<file path="config.mk">
export PLATFORM = sky130hd
export DESIGN_NAME = vga_display_gen
export DESIGN_NICKNAME = d
export VERILOG_FILES = /design/src/rtl/vga_pkg.sv /design/src/rtl/vga_pattern.sv /design/src/rtl/vga_display_gen.sv
export SDC_FILE = /design/constraint.sdc
export NUM_CORES = 1
export LEC_CHECK = 0
export BUFFER_PORTS_ARGS = -buffer_cell sky130_fd_sc_hd__buf_2
export CORE_MARGIN = 4
export CORE_UTILIZATION = 50
export CTS_CLUSTER_SIZE = 10
export DETAILED_ROUTE_END_ITERATION = 7
export PLACE_DENSITY = 0.71
export SETUP_SLACK_MARGIN = 0.3
export SYNTH_ARGS = -nofsm -noshare
export SYNTH_HDL_FRONTEND = slang
export SYNTH_SLANG_ARGS = --single-unit
</file>
<file path="constraint.sdc">
create_clock -name clk -period 3.9 [get_ports clk]
set_input_delay 0 -clock clk [delete_from_list [all_inputs] [get_ports clk]]
set_output_delay 0 -clock clk [all_outputs]
set_load 0.005 [all_outputs]
</file>
<file path="src/rtl/vga_pkg.sv">
// ---------------------------------------------------------------------------
// vga_pkg
// Shared definitions for the VGA display generator:
//   - mode_e        : test-pattern select encodings
//   - MASK_*        : 3-bit {R,G,B} masks of the eight colour bars
//   - DEF_*         : default 640x480@60 timing constants
//   - h_total/v_total : total line / frame length from the four timing params
//   - bar_mask      : bar index -> {R,G,B} mask
//   - expand_bit    : replicate a 1-bit channel mask to c bits (low bits)
// ---------------------------------------------------------------------------
package vga_pkg;

    typedef enum logic [1:0] {
        MODE_BAR      = 2'd0,
        MODE_CHECKER  = 2'd1,
        MODE_GRADIENT = 2'd2,
        MODE_SOLID    = 2'd3
    } mode_e;

    localparam logic [2:0] MASK_WHITE   = 3'b111;
    localparam logic [2:0] MASK_YELLOW  = 3'b110;
    localparam logic [2:0] MASK_CYAN    = 3'b011;
    localparam logic [2:0] MASK_GREEN   = 3'b010;
    localparam logic [2:0] MASK_MAGENTA = 3'b101;
    localparam logic [2:0] MASK_RED     = 3'b100;
    localparam logic [2:0] MASK_BLUE    = 3'b001;
    localparam logic [2:0] MASK_BLACK   = 3'b000;

    localparam int unsigned DEF_H_ACTIVE = 640;
    localparam int unsigned DEF_H_FP     = 16;
    localparam int unsigned DEF_H_SYNC   = 96;
    localparam int unsigned DEF_H_BP     = 48;
    localparam int unsigned DEF_V_ACTIVE = 480;
    localparam int unsigned DEF_V_FP     = 10;
    localparam int unsigned DEF_V_SYNC   = 2;
    localparam int unsigned DEF_V_BP     = 33;

    function automatic int unsigned h_total(input int unsigned act, input int unsigned fp,
                                            input int unsigned sync, input int unsigned bp);
        return act + fp + sync + bp;
    endfunction

    function automatic int unsigned v_total(input int unsigned act, input int unsigned fp,
                                            input int unsigned sync, input int unsigned bp);
        return act + fp + sync + bp;
    endfunction

    function automatic logic [2:0] bar_mask(input logic [2:0] idx);
        case (idx)
            3'd0:    return MASK_WHITE;
            3'd1:    return MASK_YELLOW;
            3'd2:    return MASK_CYAN;
            3'd3:    return MASK_GREEN;
            3'd4:    return MASK_MAGENTA;
            3'd5:    return MASK_RED;
            3'd6:    return MASK_BLUE;
            default: return MASK_BLACK;
        endcase
    endfunction

    // Result has the low c bits equal to b, upper bits zero (c < 32).
    function automatic logic [31:0] expand_bit(input logic b, input int unsigned c);
        return b ? ((32'd1 << c) - 32'd1) : 32'd0;
    endfunction

endpackage

</file>
<file path="src/rtl/vga_pattern.sv">
// ---------------------------------------------------------------------------
// vga_pattern
// Combinational test-pattern source: (x', y, mode, solid) -> colour.
// Ports:
//   i_x     [XW-1:0]    horizontal active coordinate (already scrolled)
//   i_y5                bit 5 of the vertical active coordinate (the only
//                       bit of y any pattern depends on)
//   i_mode  mode_e      pattern select
//   i_solid [RGB_W-1:0] colour for the solid pattern
//   o_rgb   [RGB_W-1:0] colour, {R,G,B}
// ---------------------------------------------------------------------------
module vga_pattern
    import vga_pkg::*;
#(
    parameter int unsigned H_ACTIVE = DEF_H_ACTIVE,
    parameter int unsigned RGB_W    = 12,
    parameter int unsigned XW       = 10
) (
    input  logic [XW-1:0]    i_x,
    input  logic             i_y5,
    input  mode_e            i_mode,
    input  logic [RGB_W-1:0] i_solid,
    output logic [RGB_W-1:0] o_rgb
);

    localparam int unsigned C     = RGB_W / 3;
    localparam int unsigned BAR_W = H_ACTIVE / 8;

    logic [2:0] w_mask;
    logic       w_x5;

    always_comb begin
        w_mask = bar_mask(3'(32'(i_x) / BAR_W));
        w_x5   = 1'(32'(i_x) >> 5);
        o_rgb  = '0;
        case (i_mode)
            MODE_BAR:      o_rgb = {C'(expand_bit(w_mask[2], C)),
                                    C'(expand_bit(w_mask[1], C)),
                                    C'(expand_bit(w_mask[0], C))};
            MODE_CHECKER:  o_rgb = (w_x5 ^ i_y5) ? '0 : '1;
            MODE_GRADIENT: o_rgb = {3{i_x[XW-1 -: C]}};
            MODE_SOLID:    o_rgb = i_solid;
            default:       o_rgb = '0;
        endcase
    end

endmodule

</file>
<file path="src/rtl/vga_display_gen.sv">
// ---------------------------------------------------------------------------
// vga_display_gen
// Single-clock VGA display generator: clock-enable divider, h/v timing
// counters, sync decode, test-pattern source and a registered output stage
// that keeps sync, de, colour, coordinates and frame_start aligned.
// Optional feature macro: VGA_SCROLL_EN (horizontal scroll, one pixel per
// frame, for the bar/checker/gradient patterns).
// Ports:
//   clk, rst_n                  clock, synchronous active-low reset
//   mode_i [1:0]                pattern select (latched at pixel (0,0))
//   solid_i [RGB_W-1:0]         solid colour (latched at pixel (0,0))
//   hsync, vsync                syncs, active level HS_POL / VS_POL
//   de                          active-video enable
//   rgb [RGB_W-1:0]             pixel colour {R,G,B}, 0 in blanking
//   pix_x, pix_y [9:0]          coordinate of the presented pixel, 0 in blanking
//   frame_start                 one-clk pulse when pixel (0,0) is presented
// ---------------------------------------------------------------------------
module vga_display_gen
    import vga_pkg::*;
#(
    parameter int unsigned H_ACTIVE = DEF_H_ACTIVE,
    parameter int unsigned H_FP     = DEF_H_FP,
    parameter int unsigned H_SYNC   = DEF_H_SYNC,
    parameter int unsigned H_BP     = DEF_H_BP,
    parameter int unsigned V_ACTIVE = DEF_V_ACTIVE,
    parameter int unsigned V_FP     = DEF_V_FP,
    parameter int unsigned V_SYNC   = DEF_V_SYNC,
    parameter int unsigned V_BP     = DEF_V_BP,
    parameter logic        HS_POL   = 1'b0,
    parameter logic        VS_POL   = 1'b0,
    parameter int unsigned CLK_DIV  = 2,
    parameter int unsigned RGB_W    = 12
) (
    input  logic             clk,
    input  logic             rst_n,
    input  logic [1:0]       mode_i,
    input  logic [RGB_W-1:0] solid_i,
    output logic             hsync,
    output logic             vsync,
    output logic             de,
    output logic [RGB_W-1:0] rgb,
    output logic [9:0]       pix_x,
    output logic [9:0]       pix_y,
    output logic             frame_start
);

    localparam int unsigned H_TOTAL = h_total(H_ACTIVE, H_FP, H_SYNC, H_BP);
    localparam int unsigned V_TOTAL = v_total(V_ACTIVE, V_FP, V_SYNC, V_BP);
    localparam int unsigned HW      = $clog2(H_TOTAL);
    localparam int unsigned VW      = $clog2(V_TOTAL);
    localparam int unsigned XW      = $clog2(H_ACTIVE);
    localparam int unsigned DW      = (CLK_DIV > 1) ? $clog2(CLK_DIV) : 1;

    localparam logic [DW-1:0] DIV_LAST = DW'(CLK_DIV - 1);
    localparam logic [HW-1:0] H_LAST   = HW'(H_TOTAL - 1);
    localparam logic [VW-1:0] V_LAST   = VW'(V_TOTAL - 1);
    localparam logic [HW-1:0] H_ACT    = HW'(H_ACTIVE);
    localparam logic [VW-1:0] V_ACT    = VW'(V_ACTIVE);
    localparam logic [HW-1:0] HS_FIRST = HW'(H_ACTIVE + H_FP);
    localparam logic [HW-1:0] HS_LAST  = HW'(H_ACTIVE + H_FP + H_SYNC - 1);
    localparam logic [VW-1:0] VS_FIRST = VW'(V_ACTIVE + V_FP);
    localparam logic [VW-1:0] VS_LAST  = VW'(V_ACTIVE + V_FP + V_SYNC - 1);

    logic [DW-1:0]    r_div;
    logic [HW-1:0]    r_h_cnt;
    logic [VW-1:0]    r_v_cnt;
    mode_e            r_mode;
    logic [RGB_W-1:0] r_solid;

    logic             w_pe, w_first, w_active, w_hs_on, w_vs_on;
    logic             w_h_last, w_v_last, w_y5;
    mode_e            w_mode;
    logic [RGB_W-1:0] w_solid, w_color;
    logic [XW-1:0]    w_x, w_xp;

`ifdef VGA_SCROLL_EN
    logic [XW-1:0]    r_x_off;
    logic [XW:0]      w_x_sum;
    localparam logic [XW:0] H_ACT_X = (XW+1)'(H_ACTIVE);
`endif

    always_comb begin
        w_pe     = (CLK_DIV == 1) ? 1'b1 : (r_div == DIV_LAST);
        w_h_last = (r_h_cnt == H_LAST);
        w_v_last = (r_v_cnt == V_LAST);
        w_first  = (r_h_cnt == '0) && (r_v_cnt == '0);
        w_active = (r_h_cnt < H_ACT) && (r_v_cnt < V_ACT);
        w_hs_on  = (r_h_cnt >= HS_FIRST) && (r_h_cnt <= HS_LAST);
        w_vs_on  = (r_v_cnt >= VS_FIRST) && (r_v_cnt <= VS_LAST);
        // Pixel (0,0) already uses the inputs it latches, so a new mode
        // covers the whole frame.
        w_mode   = w_first ? mode_e'(mode_i) : r_mode;
        w_solid  = w_first ? solid_i : r_solid;
        w_x      = r_h_cnt[XW-1:0];
        w_y5     = 1'(32'(r_v_cnt) >> 5);
`ifdef VGA_SCROLL_EN
        w_x_sum  = {1'b0, w_x} + {1'b0, r_x_off};
        w_xp     = (w_x_sum >= H_ACT_X) ? XW'(w_x_sum - H_ACT_X) : w_x_sum[XW-1:0];
`else
        w_xp     = w_x;
`endif
    end

    vga_pattern #(
        .H_ACTIVE (H_ACTIVE),
        .RGB_W    (RGB_W),
        .XW       (XW)
    ) u_pattern (
        .i_x     (w_xp),
        .i_y5    (w_y5),
        .i_mode  (w_mode),
        .i_solid (w_solid),
        .o_rgb   (w_color)
    );

    always_ff @(posedge clk) begin
        if (!rst_n) begin
            r_div       <= '0;
            r_h_cnt     <= '0;
            r_v_cnt     <= '0;
            r_mode      <= MODE_BAR;
            r_solid     <= '0;
            hsync       <= ~HS_POL;
            vsync       <= ~VS_POL;
            de          <= 1'b0;
            rgb         <= '0;
            pix_x       <= '0;
            pix_y       <= '0;
            frame_start <= 1'b0;
        end else begin
            // frame_start marks only the first clk of the (0,0) pixel period.
            frame_start <= 1'b0;
            if (w_pe) begin
                r_div <= '0;
                if (w_h_last) begin
                    r_h_cnt <= '0;
                    r_v_cnt <= w_v_last ? '0 : r_v_cnt + VW'(1);
                end else begin
                    r_h_cnt <= r_h_cnt + HW'(1);
                end
                if (w_first) begin
                    r_mode  <= mode_e'(mode_i);
                    r_solid <= solid_i;
                end
                hsync       <= w_hs_on ? HS_POL : ~HS_POL;
                vsync       <= w_vs_on ? VS_POL : ~VS_POL;
                de          <= w_active;
                rgb         <= w_active ? w_color : '0;
                pix_x       <= w_active ? 10'(r_h_cnt) : '0;
                pix_y       <= w_active ? 10'(r_v_cnt) : '0;
                frame_start <= w_first;
            end else begin
                r_div <= r_div + DW'(1);
            end
        end
    end

`ifdef VGA_SCROLL_EN
    // Offset advances at the frame wrap, so frame n after reset uses offset n.
    always_ff @(posedge clk) begin
        if (!rst_n) begin
            r_x_off <= '0;
        end else if (w_pe && w_h_last && w_v_last) begin
            r_x_off <= (32'(r_x_off) == H_ACTIVE - 1) ? '0 : r_x_off + XW'(1);
        end
    end
`endif

endmodule

</file>
==> flow_summary.ini <==
[outcome]
status = complete, no violations

[route]
wl_per_cell_um = 16.5
drcViolationCount = 0
avgViaCountPerCell = 5.84
dr.pass1.iters = 7
drt_wl_total_mm = 8.30
ant_nets = 0
first_iter_violations = 263
via_count = 2940

[floorplan]
dieArea_sq_mm = 0.00825
dieWidth_um = 90.8
start_util_pct = 52.8
core_sq_mm = 0.00649
pin_count = 52
rows = 29
fp.dieH_um = 90.8

[worst_setup_path]
regToRegSetupSlack_ns = 0.50
critPathKind = reg2reg
max_stage_delay_ns = 0.81
arrival_ns = 3.65
crit_path_top_delay_cell = mux2i_1
cpLargestDelayFamily = simple AND/OR/NAND/NOR gates
path_cells = inv_1, ha_1, or4b_1, nor3_2, and3_1, buf_4, mux2i_1, a222oi_1, o31ai_1
critPathMaxFanout = 15
critPathCaptureType = register
start_kind = register
cp_num_buf_inv = 2
crit_required_ns = 4.15

[timing]
slew_violations = 0
fin_crit_ns = 3.40
finalCritPeriodShare_pct = 87.3
tightest_slew_ns = 0.943
fmax_mhz = 294
rsz0062_at_grt = false
clock_skew_ns = 0.0107
finalSetupViolCount = 0
finalSetupTns_ns = 0
hold_viol = 0
slew_headroom_pct = 35.3
hold_slack_ns = 0.0554

[layout]
stdcell_count = 503
final_nets = 443
regArea_sq_mm = 0.00142
fin_area_sq_mm = 0.00393
multi_input_area_sq_mm = 0.00181
diodes = 0
area_growth_pct = 14.5
fillCellCount = 587
drive_gt1_share_pct = 21.1

[place]
place_inst = 481
placed_area_sq_mm = 0.00365
portBuffers = 51
dp_hpwl_mm = 5.74
gp_congestion = 0.918

[synth]
synth_top_flop_cell = dfxtp_1
synth_top_area_share_pct = 41.4
syn_area_sq_mm = 0.00343
synth_top_area_cell = dfxtp_1
synthTopCellsByArea = dfxtp_1, nand2_1, mux2i_1
synth_seq_area_share_pct = 41.4
syn-num-nets = 403
ys.warnings.count = 0
async_reset_ff_share_pct = 0
synth_edf_count = 0
syn_inst = 382
syn_area_per_cell_sq_um = 8.98
synth.distinct_cells = 56
ys_seq_elements = 71

[global_route]
grt_pass1_vias = 2802
overflow = 0
antenna_found_initial = 0
grt_usage_pct = 20.5
grt_start_max_net_pins = 29
grt_pass1_wl_mm = 13.7

[pwr]
p_sw_uw = 381
p_leak_nw = 1.66
p_int_mw = 1.18
p_clk_share_pct = 40.2
power_frac_comb_pct = 10.6
seqPwrFrac_pct = 49.2
power_density_mw_per_mm2 = 398
irDropWorstVdd_mv = 0.254
p_total_mw = 1.56
p_sw_share_pct = 24.4

[clock_tree]
cts_tree = built
cts_root_buffer = clkbuf_8
htreeDepth = 3
cts.path.max_buffers = 2
post_cts_buffers = 0
cts.sinks = 71
cts_made_buffers = 9
clk_pin_slew_ns = 0.07
clk_latency_ns = 0.35

[job]
drv_cap = 0

[min_path]
hold_class = in2reg
metal layers:
layer	wire [um]	GRT usage, %
met4	184	8.67
met1	3860	26.6
met2	3730	31.7
met5	0	0
met3	521	5.75
synthesized netlist by cell type, drive strengths merged, types with 11 or more instances:
master and count:
nor2 27, nand2 44, clkbuf 25, o21ai 23, mux2i 15, mux2 13, nand4 11, dfxtp 71
a22o 13, nor2b 15, a222oi 12
state kept, by name, summed over array words and instances (netlist names):
| register | count |
|---|---|
| rgb | 12 |
| r_h_cnt | 10 |
| de | 1 |
| r_solid | 12 |
| pix_y | 10 |
| vsync | 1 |
| r_mode | 2 |
| frame_start | 1 |
| hsync | 1 |
| pix_x | 10 |
| r_v_cnt | 10 |
| r_div | 1 |
metrics by stage:
step           setup WS, ns  utilization, %
6_report              0.496            60.5
5_1_grt               0.313            60.5
4_1_cts               0.564            60.5
3_5_place_dp          0.577            56.2
3_3_place_gp          0.722            56.2
2_1_floorplan          1.44               -
cells in the final DEF, fill, tap and decap left out, types with 11 or more instances in the layout:
cell / synthesis / layout
nor2b_1: 15 / 14
dfxtp_1: 71 / 71
a222oi_1: 12 / 12
nand2_1: 44 / 44
a22o_1: 12 / 12
nand4_1: 11 / 11
buf_2: 1 / 51
mux2_2: 13 / 13
o21ai_0: 14 / 14
mux2i_1: 15 / 15
nor2_1: 27 / 27
worst paths after layout:
check / startpoint / endpoint / cells after the start
setup / recovery: r_v_cnt[0]$_SDFFE_PN0P_ / rgb[0]$_SDFFE_PN0P_ / 9
hold / removal: rst_n / hsync$_SDFFE_PN1P_ / 2
setup reg to reg: r_v_cnt[0]$_SDFFE_PN0P_ / rgb[0]$_SDFFE_PN0P_ / 9
hold reg to reg: vsync$_SDFFE_PN1P_ / vsync$_SDFFE_PN1P_ / 2
kinds of logic after synthesis:
family / count (synthesis) / share of synthesized area [%]
and+or+nand+nor: 139 / 20.7
AOI/OAI and AO/OA: 78 / 16.8
DFF: 71 / 41.4
buffers and inverters: 43 / 5.98
muxes: 28 / 8.64
xor gates and xnor gates: 17 / 4.34
adders and majority gates: 6 / 2.12
power by group through the flow:
stage                     registers [mW]  clock network [mW]  logic, mW
after CTS                          0.768               0.642      0.165
after floorplan                    0.781                   0      0.124
after detailed placement           0.785                   0      0.159
after global routing               0.772               0.677      0.181
after global placement             0.783                   0      0.157
final                              0.768               0.629      0.166
area by class of cell:
cell class	count	share of cell area, %
timing repair buffer	62	9.05
multi-input combinational	268	46.0
clock buffer	9	3.15
inverter	10	0.956
tap	77	2.45
clock inverter	6	2.20
sequential	71	36.2
repair_timing:
item / in CTS / in global routing
resized for setup: 0 / 0
hold buffers: 7 / 0
endpoints found under the hold margin: 7 / 0
No activity file was read; power rests on OpenSTA's default activity.
